File: config.mk
export PLATFORM = sky130hd
export DESIGN_NAME = hazard_scoreboard
export DESIGN_NICKNAME = d
export VERILOG_FILES = /design/src/rtl/hazard_scoreboard.sv
export SDC_FILE = /design/constraint.sdc
export NUM_CORES = 1
export LEC_CHECK = 0
export CAP_MARGIN = 20
export CORE_MARGIN = 2
export CORE_UTILIZATION = 47
export CTS_CLUSTER_SIZE = 14
export DETAILED_ROUTE_END_ITERATION = 8
export PLACE_DENSITY_LB_ADDON = 0.08
export RECOVER_POWER = 50
export SLEW_MARGIN = 40
export SYNTH_ARGS = -nofsm -noshare
export SYNTH_HDL_FRONTEND = slang
export SYNTH_SLANG_ARGS = --single-unit
export TNS_END_PERCENT = 100
File: constraint.sdc
create_clock -name clk -period 25.1 [get_ports clk]
set_input_delay 6.275 -clock clk [delete_from_list [all_inputs] [get_ports clk]]
set_output_delay 6.275 -clock clk [all_outputs]
set_load 0.02 [all_outputs]
File: src/rtl/hazard_scoreboard.sv
// Per-register write scoreboard beside ID: RAW / branch-in-ID / WAW stall with cause code.
// Optional stall-cycle counter is built only when HAZARD_SCOREBOARD_PERF_EN is defined.

module hsb_entry #(
  parameter int LAT_W = 4
) (
  input  logic             clk,
  input  logic             rst,
  input  logic             load,
  input  logic             load_wait,
  input  logic [LAT_W-1:0] load_val,
  input  logic             cmpl_hit,
  output logic [LAT_W-1:0] cnt,
  output logic             wt
);
  // A new issue to this register is the younger write, so it overrides a completion.
  always_ff @(posedge clk) begin
    if (rst) begin
      cnt <= '0;
      wt  <= 1'b0;
    end else if (load) begin
      cnt <= load_wait ? '0 : load_val;
      wt  <= load_wait;
    end else begin
      if (cnt != '0) cnt <= cnt - 1'b1;
      if (cmpl_hit)  wt  <= 1'b0;
    end
  end
endmodule

module hazard_scoreboard #(
  parameter int NUM_REGS = 32,
  parameter int ADDR_W   = $clog2(NUM_REGS),
  parameter int LAT_W    = 4,
  parameter int BR_EXTRA = 1
) (
  input  logic                clk,
  input  logic                rst,
  input  logic                issue_valid,
  input  logic [ADDR_W-1:0]   issue_rs1,
  input  logic [ADDR_W-1:0]   issue_rs2,
  input  logic                issue_rs1_used,
  input  logic                issue_rs2_used,
  input  logic                issue_is_branch,
  input  logic [ADDR_W-1:0]   issue_rd,
  input  logic                issue_rd_wen,
  input  logic [LAT_W-1:0]    issue_lat,
  input  logic                flush,
  input  logic                cmpl_valid,
  input  logic [ADDR_W-1:0]   cmpl_rd,
  output logic                stall,
  output logic [1:0]          stall_cause,
  output logic [NUM_REGS-1:0] busy_vec,
  output logic [31:0]         perf_stall_cnt,
  input  logic                perf_clr
);
  localparam int NIDX = 2**ADDR_W;
  localparam logic [LAT_W-1:0] BRX = LAT_W'(BR_EXTRA);

  // Full index space; x0 and indices past NUM_REGS read as permanently idle.
  logic [NIDX-1:0][LAT_W-1:0] cnt_a;
  logic [NIDX-1:0]            wt_a;

  logic [LAT_W:0]   lat_ext;
  logic [LAT_W-1:0] load_val;
  logic             fire;

  assign lat_ext  = {1'b0, issue_lat} + (LAT_W+1)'(BR_EXTRA);
  assign load_val = lat_ext[LAT_W] ? '1 : lat_ext[LAT_W-1:0];

  for (genvar r = 0; r < NIDX; r++) begin : g_reg
    if (r == 0 || r >= NUM_REGS) begin : g_none
      assign cnt_a[r] = '0;
      assign wt_a[r]  = 1'b0;
    end else begin : g_ent
      hsb_entry #(.LAT_W(LAT_W)) u_ent (
        .clk       (clk),
        .rst       (rst),
        .load      (fire && issue_rd == ADDR_W'(r)),
        .load_wait (issue_lat == '0),
        .load_val  (load_val),
        .cmpl_hit  (cmpl_valid && cmpl_rd == ADDR_W'(r)),
        .cnt       (cnt_a[r]),
        .wt        (wt_a[r])
      );
    end
  end

  for (genvar r = 0; r < NUM_REGS; r++) begin : g_busy
    assign busy_vec[r] = !rst && (wt_a[r] || cnt_a[r] != '0);
  end

  logic [LAT_W-1:0] c1, c2, cd;
  logic             w1, w2, wd;
  logic             chk, s1_on, s2_on, raw, brh, waw;

  assign c1 = cnt_a[issue_rs1];
  assign c2 = cnt_a[issue_rs2];
  assign cd = cnt_a[issue_rd];
  assign w1 = wt_a[issue_rs1];
  assign w2 = wt_a[issue_rs2];
  assign wd = wt_a[issue_rd];

  assign chk   = issue_valid && !flush && !rst;
  assign s1_on = chk && issue_rs1_used && issue_rs1 != '0;
  assign s2_on = chk && issue_rs2_used && issue_rs2 != '0;

  // cnt <= BR_EXTRA is covered by EX forwarding, but not for a branch resolving in ID.
  assign raw = (s1_on && (w1 || c1 > BRX)) || (s2_on && (w2 || c2 > BRX));
  assign brh = issue_is_branch &&
               ((s1_on && c1 != '0 && c1 <= BRX) || (s2_on && c2 != '0 && c2 <= BRX));
  assign waw = chk && issue_rd_wen && issue_rd != '0 &&
               (wd || (issue_lat != '0 && {1'b0, cd} > lat_ext));

  always_comb begin
    stall       = raw || brh || waw;
    stall_cause = 2'd0;
    if (raw)      stall_cause = 2'd1;
    else if (brh) stall_cause = 2'd2;
    else if (waw) stall_cause = 2'd3;
  end

  assign fire = issue_valid && !stall && !flush && issue_rd_wen && issue_rd != '0;

`ifdef HAZARD_SCOREBOARD_PERF_EN
  always_ff @(posedge clk) begin
    if (rst || perf_clr)                  perf_stall_cnt <= '0;
    else if (stall && perf_stall_cnt != '1) perf_stall_cnt <= perf_stall_cnt + 32'd1;
  end
`else
  logic unused_perf_clr;
  assign unused_perf_clr = perf_clr;
  assign perf_stall_cnt  = '0;
`endif
endmodule

==> metrics.log, run 1 <==
[metrics] cell family contributing the most delay on the critical path: buffers and inverters
[metrics] number of synthesized register bits: 155
[metrics] GRT Util Overall: 0.295
[metrics] run status: finished, violations left
[metrics] core box area: 27900 um2
[metrics] Warnings, synthesis: 0
[metrics] crit path cell chain: buf_2 -> clkbuf_1 -> nor2b_1 -> nand2_1 -> o22ai_1 -> a21oi_1 -> a31oi_1 -> ha_1 -> nor2b_1 -> o21a_1 -> o21a_1 -> o2111ai_1 -> a311oi_1 -> a221oi_1 -> nand3_2 -> buf_4 -> clkdlybuf4s50_1
[metrics] number of ports placed on the die boundary: 101
[metrics] CP Buf/Inv Count: 4
[metrics] FF/Latch Area: 3100 um2
[metrics] setup_tns: 0 ps
[metrics] Final #Nets: 1600
[metrics] Area Overhead vs Synth: 6.69%
[metrics] final routed DRC violation total: 0
[metrics] number of maximum-capacitance constraint violations: 1
[metrics] failing checks: capacitance limit, slew limit
[metrics] CP startpoint kind: input pin
[metrics] Iter 0 DRT Violations: 1128
[metrics] number of search-and-repair iterations in the first detailed-routing pass: 6
[metrics] wire length per cell: 23.6 um
[metrics] min cycle time layout: 19310 ps
[metrics] total count of max-transition violations in the final report: 45
[metrics] reported leakage power: 5.80 nW
[metrics] number of buffers between clock root and the deepest sink: 2
[metrics] post-synth cell types: 72
[metrics] hold violation total from the final report: 0
[metrics] endpoint kind of the worst setup timing path: primary output
[metrics] largest area contributor in the synthesized netlist: dfxtp_1
[metrics] utilization after layout: 0.512
[metrics] fill cell count: 2747
[metrics] Critical Path RT: 18820 ps
[metrics] maximum level of the CTS H-tree: 4
[metrics] Hold Crit Class: flop to flop
[metrics] CTS hold repair buffers: 0
[metrics] number of cells produced by synthesis: 1507
[metrics] number of cell instances on the worst register-to-register path: 15
[metrics] Initial Util: 0.480
[metrics] post-synth top area share: 0.232
[metrics] combined area of the multi-input logic cells: 8990 um2
[metrics] total routed wirelength: 44500 um
[metrics] worst slew pin tran: 3160 ps
[metrics] kind of critical path: input pin to primary output
[metrics] vias after detailed routing: 11609
[metrics] Pwr Total: 1.61 mW
[metrics] CTS buffer count: 17
[metrics] peak supply drop: 59.4 uV
[metrics] largest net degree at the start of global routing: 56
[metrics] number of stages on the worst setup path: 17
[metrics] number of rows created at floorplan: 61
[metrics] worst-case clock skew: 16.3 ps
[metrics] clock sink total: 155
[metrics] relative slew slack: -1.10
[metrics] mean area per synthesized cell: 8.89 um2
[metrics] Post-Synthesis Cell Area: 13400 um2
[metrics] unrepaired setup endpoints after global routing: no
[metrics] total of cells resized after clock tree synthesis: 0
[metrics] remaining global-route overflow: 0
[metrics] top achievable clock speed: 51.8 MHz
[metrics] share of flip-flops with an asynchronous set or reset: 0
[metrics] CTS root buf: clkbuf_16
[metrics] full die area: 29900 um2
[metrics] number of input and output port buffers inserted: 66
[metrics] data arrival time at the worst-slack endpoint: 13040 ps
[metrics] number of synthesized flops with an enable pin: 0
[metrics] sequential fraction of the synthesis area: 0.232
[metrics] antenna violations before repair: 0
[metrics] period utilization: 0.769
[metrics] post-CTS setup repair buffer count: 0
[metrics] TritonCTS clock tree: yes
[metrics] Reg clk slew, reported paths: 60 ps
[metrics] maximum net fanout on the critical path: 49
[metrics] remaining number of nets flagged by the antenna check after routing: 0
[metrics] most numerous cell types in the synthesized netlist: nor2_1, dfxtp_1, nand2_1
[metrics] FF-to-FF setup slack: 19600 ps
[metrics] wire length of the first global-routing pass: 68100 um
[metrics] cell depth of the worst hold path: 2
[metrics] number of global-route vias before repair: 11082
[metrics] power per cell area: 112 nW/um2
[metrics] Worst path slowest cell: clkbuf_1
[metrics] top cells by area, synth: dfxtp_1, mux4_2, mux2i_1
[metrics] Most used DFF post-synth: dfxtp_1
[metrics] Vias/cell: 6.16
[metrics] Largest stage delay, worst path: 2200 ps
[metrics] DIE HEIGHT: 173 um
[metrics] clock latency of the later-clocked register in the worst-skew pair: 450 ps
[metrics] antenna diode count: 0
[metrics] floorplan die width: 173 um
[metrics] most repeated cell in the gate-level netlist after synthesis: nor2_1
[metrics] Detail Placement HPWL: 31700 um
[metrics] final setup vio count: 0
[metrics] fraction of layout instances using a drive strength above 1: 0.113
[metrics] routability congestion estimate: 0.941
==> layout by cell type (no fill, tap or decap), types with 39 or more instances in the layout <==
cell type	instances
ha_1	68
dfxtp_1	155
nand2_1	132
clkdlybuf4s50_1	61
nand3_1	39
mux2_1	43
mux2i_1	99
nor2_1	172
nor3_1	48
a21oi_1	44
mux4_2	79
o21ai_0	49
o211ai_1	46
inv_1	98
==> flip-flops by register name, indices dropped and copies added (netlist names) <==
register	flops
g.g_ent.u_ent.cnt	124
g.g_ent.u_ent.wt	31
==> worst reg2reg max path, stage by stage (launching register included) <==
cell       delay [ps]
dfxtp_1           370
mux4_2            540
mux2_2            290
a22oi_1           270
a31oi_1           190
ha_1              360
nor2b_1           140
o21a_1            160
o21a_1            160
o2111ai_1         240
a311oi_1          220
a221oi_1          410
nand3_2           110
buf_4             290
nor4_1           1270
mux2_1            390
==> cell families after synthesis <==
kind of cell,after synthesis,synth area share
muxes,252,0.275
buffers and inverters,245,0.0875
DFF,155,0.232
and+or+nand+nor,517,0.200
adders and majority gates,68,0.0635
AOI/OAI and AO/OA,228,0.115
other,1,0.000280
xor gates and xnor gates,41,0.0268
==> worst paths after layout <==
check                                      startpoint                                       end
max                                       issue_rd[1]                                     stall
min             g_reg[20].g_ent.u_ent.wt$_SDFFE_PP0P_     g_reg[20].g_ent.u_ent.wt$_SDFFE_PP0P_
max reg2reg  g_reg[7].g_ent.u_ent.cnt[1]$_SDFFE_PP0P_  g_reg[5].g_ent.u_ent.cnt[3]$_SDFFE_PP0P_
min reg2reg     g_reg[20].g_ent.u_ent.wt$_SDFFE_PP0P_     g_reg[20].g_ent.u_ent.wt$_SDFFE_PP0P_
==> cell type report <==
| cell class | instances | area share |
|---|---|---|
| Tap cell | 378 | 0.0331 |
| Clock inverter | 8 | 0.00840 |
| Clock buffer | 20 | 0.0326 |
| Sequential cell | 155 | 0.217 |
| Inverter | 104 | 0.0274 |
| Multi-Input combinational cell | 1139 | 0.629 |
| Timing Repair Buffer | 81 | 0.0522 |
==> metrics by stage <==
stage	setup slack [ps]	hold WS, ps	cells	cell area (um2)
after floorplan	7990	471	1539	13500
after global placement	7390	517	1857	14000
after detailed placement	7350	531	1857	14000
after CTS	7340	541	1885	14600
after global routing	5480	582	1885	14300
final	5790	544	1885	14300
==> where the power goes <==
part / internal [mW] / switching [mW]
logic: 0.415 / 0.446
registers: 0.337 / 0.140
clock network: 0.162 / 0.108
total: 0.914 / 0.694
==> metal layers <==
layer | vias to the layer above | track usage | wire length, um
li1 | 5376 | - | -
met1 | 5641 | 0.387 | 18500
met2 | 497 | 0.488 | 21400
met3 | 95 | 0.0512 | 3060
met4 | 0 | 0.111 | 1600
met5 | - | 0 | 0
No activity file was read; power rests on OpenSTA's default activity.
==> inputs of run 2 (changes only) <==
- clock period: 25.1 -> 19.82 ns (I/O delays scaled with it)
==> metrics.log, run 2 (synthesis results as in run 1) <==
[metrics] run status: finished, violations left
[metrics] failing checks: capacitance limit, slew limit
[metrics] utilization after layout: 0.512
[metrics] Worst path slowest cell: clkbuf_1
[metrics] setup_tns: 0 ps
[metrics] remaining global-route overflow: 0
[metrics] TritonCTS clock tree: yes
[metrics] Initial Util: 0.480
[metrics] wire length per cell: 23.7 um
[metrics] top achievable clock speed: 60.5 MHz
[metrics] proportion of power drawn by the clock network: 0.175
[metrics] worst-case clock skew: 12.9 ps
[metrics] CTS hold repair buffers: 0
[metrics] worst hold slack: 539 ps
[metrics] maximum net fanout on the critical path: 49
[metrics] total of cells resized after clock tree synthesis: 0
[metrics] kind of critical path: input pin to primary output
[metrics] clock latency of the later-clocked register in the worst-skew pair: 450 ps
[metrics] clock sink total: 155
[metrics] fraction of layout instances using a drive strength above 1: 0.111
[metrics] total routed wirelength: 44900 um
[metrics] number of search-and-repair iterations in the first detailed-routing pass: 6
[metrics] GRT Util Overall: 0.300
[metrics] relative slew slack: -1.06
[metrics] vias after detailed routing: 11638
[metrics] routability congestion estimate: 0.921
[metrics] Critical Path RT: 14870 ps
[metrics] Final #Nets: 1600
[metrics] post-CTS setup repair buffer count: 0
[metrics] final design instance area without fill: 14300 um2
[metrics] hold violation total from the final report: 0
[metrics] full die area: 29900 um2
[metrics] fraction of power consumed by sequential logic: 0.295
[metrics] CTS buffer count: 17
[metrics] number of rows created at floorplan: 61
[metrics] DIE HEIGHT: 173 um
[metrics] Detail Placement HPWL: 31800 um
[metrics] peak supply drop: 83.1 uV
[metrics] met3 Track Usage GR: 0.0528
[metrics] worst flop-to-flop path endpoint: g_reg[5].g_ent.u_ent.cnt[3]$_SDFFE_PP0P_
[metrics] total count of max-transition violations in the final report: 45
[metrics] unrepaired setup endpoints after global routing: no
[metrics] antenna diode count: 0
[metrics] wire length of the first global-routing pass: 69000 um
[metrics] minimum setup slack after placement: 4760 ps
[metrics] final worst setup slack: 3300 ps
[metrics] number of maximum-capacitance constraint violations: 1
[metrics] antenna violations before repair: 0
[metrics] Iter 0 DRT Violations: 1187
[metrics] FF-to-FF setup slack: 14480 ps
[metrics] crit path cell chain: buf_2 -> clkbuf_1 -> nor2b_1 -> nand2_1 -> o22ai_1 -> a21oi_1 -> a31oi_1 -> ha_1 -> nor2b_1 -> o21a_1 -> o21a_1 -> o2111ai_1 -> a311oi_1 -> a221oi_1 -> nand3_2 -> buf_4 -> clkdlybuf4s50_1
[metrics] internal power summed over all cells: 1.16 mW
[metrics] number of cell instances on the worst register-to-register path: 15
[metrics] combinational fraction of design power: 0.531
[metrics] final routed DRC violation total: 0
[metrics] Largest register FFs: 124
[metrics] most frequent cells in the layout: nor2_1, dfxtp_1, nand2_1
[metrics] number of global-route vias before repair: 11272
[metrics] min cycle time layout: 16520 ps
[metrics] largest net degree at the start of global routing: 55
[metrics] Placement Cell Area: 14000 um2
[metrics] worst slew pin tran: 3080 ps
[metrics] Net Sw Power: 0.890 mW
[metrics] busiest grt layer: met2
[metrics] floorplan die width: 173 um
[metrics] number of input and output port buffers inserted: 66
[metrics] Largest stage delay, worst path: 2150 ps
[metrics] global-route met2 utilization: 0.494
[metrics] maximum level of the CTS H-tree: 4
[metrics] Hold Crit Start: g_reg[20].g_ent.u_ent.wt$_SDFFE_PP0P_
[metrics] CP startpoint kind: input pin
[metrics] Switching Fraction: 0.433
[metrics] endpoint kind of the worst setup timing path: primary output
[metrics] remaining number of nets flagged by the antenna check after routing: 0
[metrics] Vias/cell: 6.16
[metrics] Reg clk slew, reported paths: 70 ps
[metrics] Hold Path Sink: g_reg[20].g_ent.u_ent.wt$_SDFFE_PP0P_
[metrics] period utilization: 0.834
[metrics] number of buffers between clock root and the deepest sink: 2
[metrics] cell depth of the worst hold path: 2
[metrics] Hold Crit Class: flop to flop
[metrics] biggest registers after layout: g.g_ent.u_ent.cnt: 124 flops, g.g_ent.u_ent.wt: 31 flops
[metrics] power per cell area: 143 nW/um2
[metrics] data arrival time at the worst-slack endpoint: 11570 ps
[metrics] CTS root buf: clkbuf_16
[metrics] Reg with most FFs: g.g_ent.u_ent.cnt
[metrics] most common cell after layout, fill and taps aside: nor2_1
[metrics] reported leakage power: 5.80 nW
[metrics] global routing usage on met1: 0.379
[metrics] Area Overhead vs Synth: 6.83%
[metrics] final setup vio count: 0
[metrics] RR Startpoint: g_reg[7].g_ent.u_ent.cnt[1]$_SDFFE_PP0P_
[metrics] core box area: 27900 um2
[metrics] number of ports placed on the die boundary: 101
==> run 2: worst max-delay path by stage <==
stage / start / end / slack (ps) / cells past startpoint
after floorplan: issue_rd[1] / stall / 5350 / 19
after global placement: issue_rd[3] / stall / 4770 / 15
after detailed placement: issue_rd[3] / stall / 4760 / 15
after CTS: issue_rd[3] / stall / 4760 / 15
after global routing: issue_rd[1] / stall / 2930 / 17
final: issue_rd[1] / stall / 3300 / 17
==> run 2: metrics by stage <==
| stage | instances | total power [mW] |
|---|---|---|
| 3_3_place_gp | 1857 | 1.67 |
| 3_5_place_dp | 1857 | 1.69 |
| 6_report | 1889 | 2.05 |
| 2_1_floorplan | 1539 | 1.39 |
| 4_1_cts | 1889 | 2.06 |
| 5_1_grt | 1889 | 2.22 |
==> run 2: worst max-delay path: cells and delay by family <==
kind                       cells  cell delay (ps)
AOI/OAI and AO/OA              8             1660
and+or+nand+nor                4             1310
adders and majority gates      1              200
buffers and inverters          4             3370
==> run 2: power groups by stage <==
stage	clock [mW]	combinational [mW]	sequential, mW
2_1_floorplan	0	0.856	0.537
3_3_place_gp	0	1.07	0.606
3_5_place_dp	0	1.08	0.606
4_1_cts	0.364	1.09	0.601
5_1_grt	0.374	1.22	0.624
6_report	0.358	1.09	0.605
==> run 2: metal layers <==
metal / vias up / share of wire
met2: 501 / 0.47
met5: - / 0
met1: 5627 / 0.41
li1: 5377 / -
met4: 0 / 0.049
met3: 133 / 0.068
==> run 2: layout make-up <==
cell class                 count  area, um2
clock inverter                10        166
fill                        2739      13600
sequential                   155       3100
timing repair buffer          81        747
multi-input combinational   1139       8990
clock buffer                  22        444
tap                          378        473
inverter                     104        393
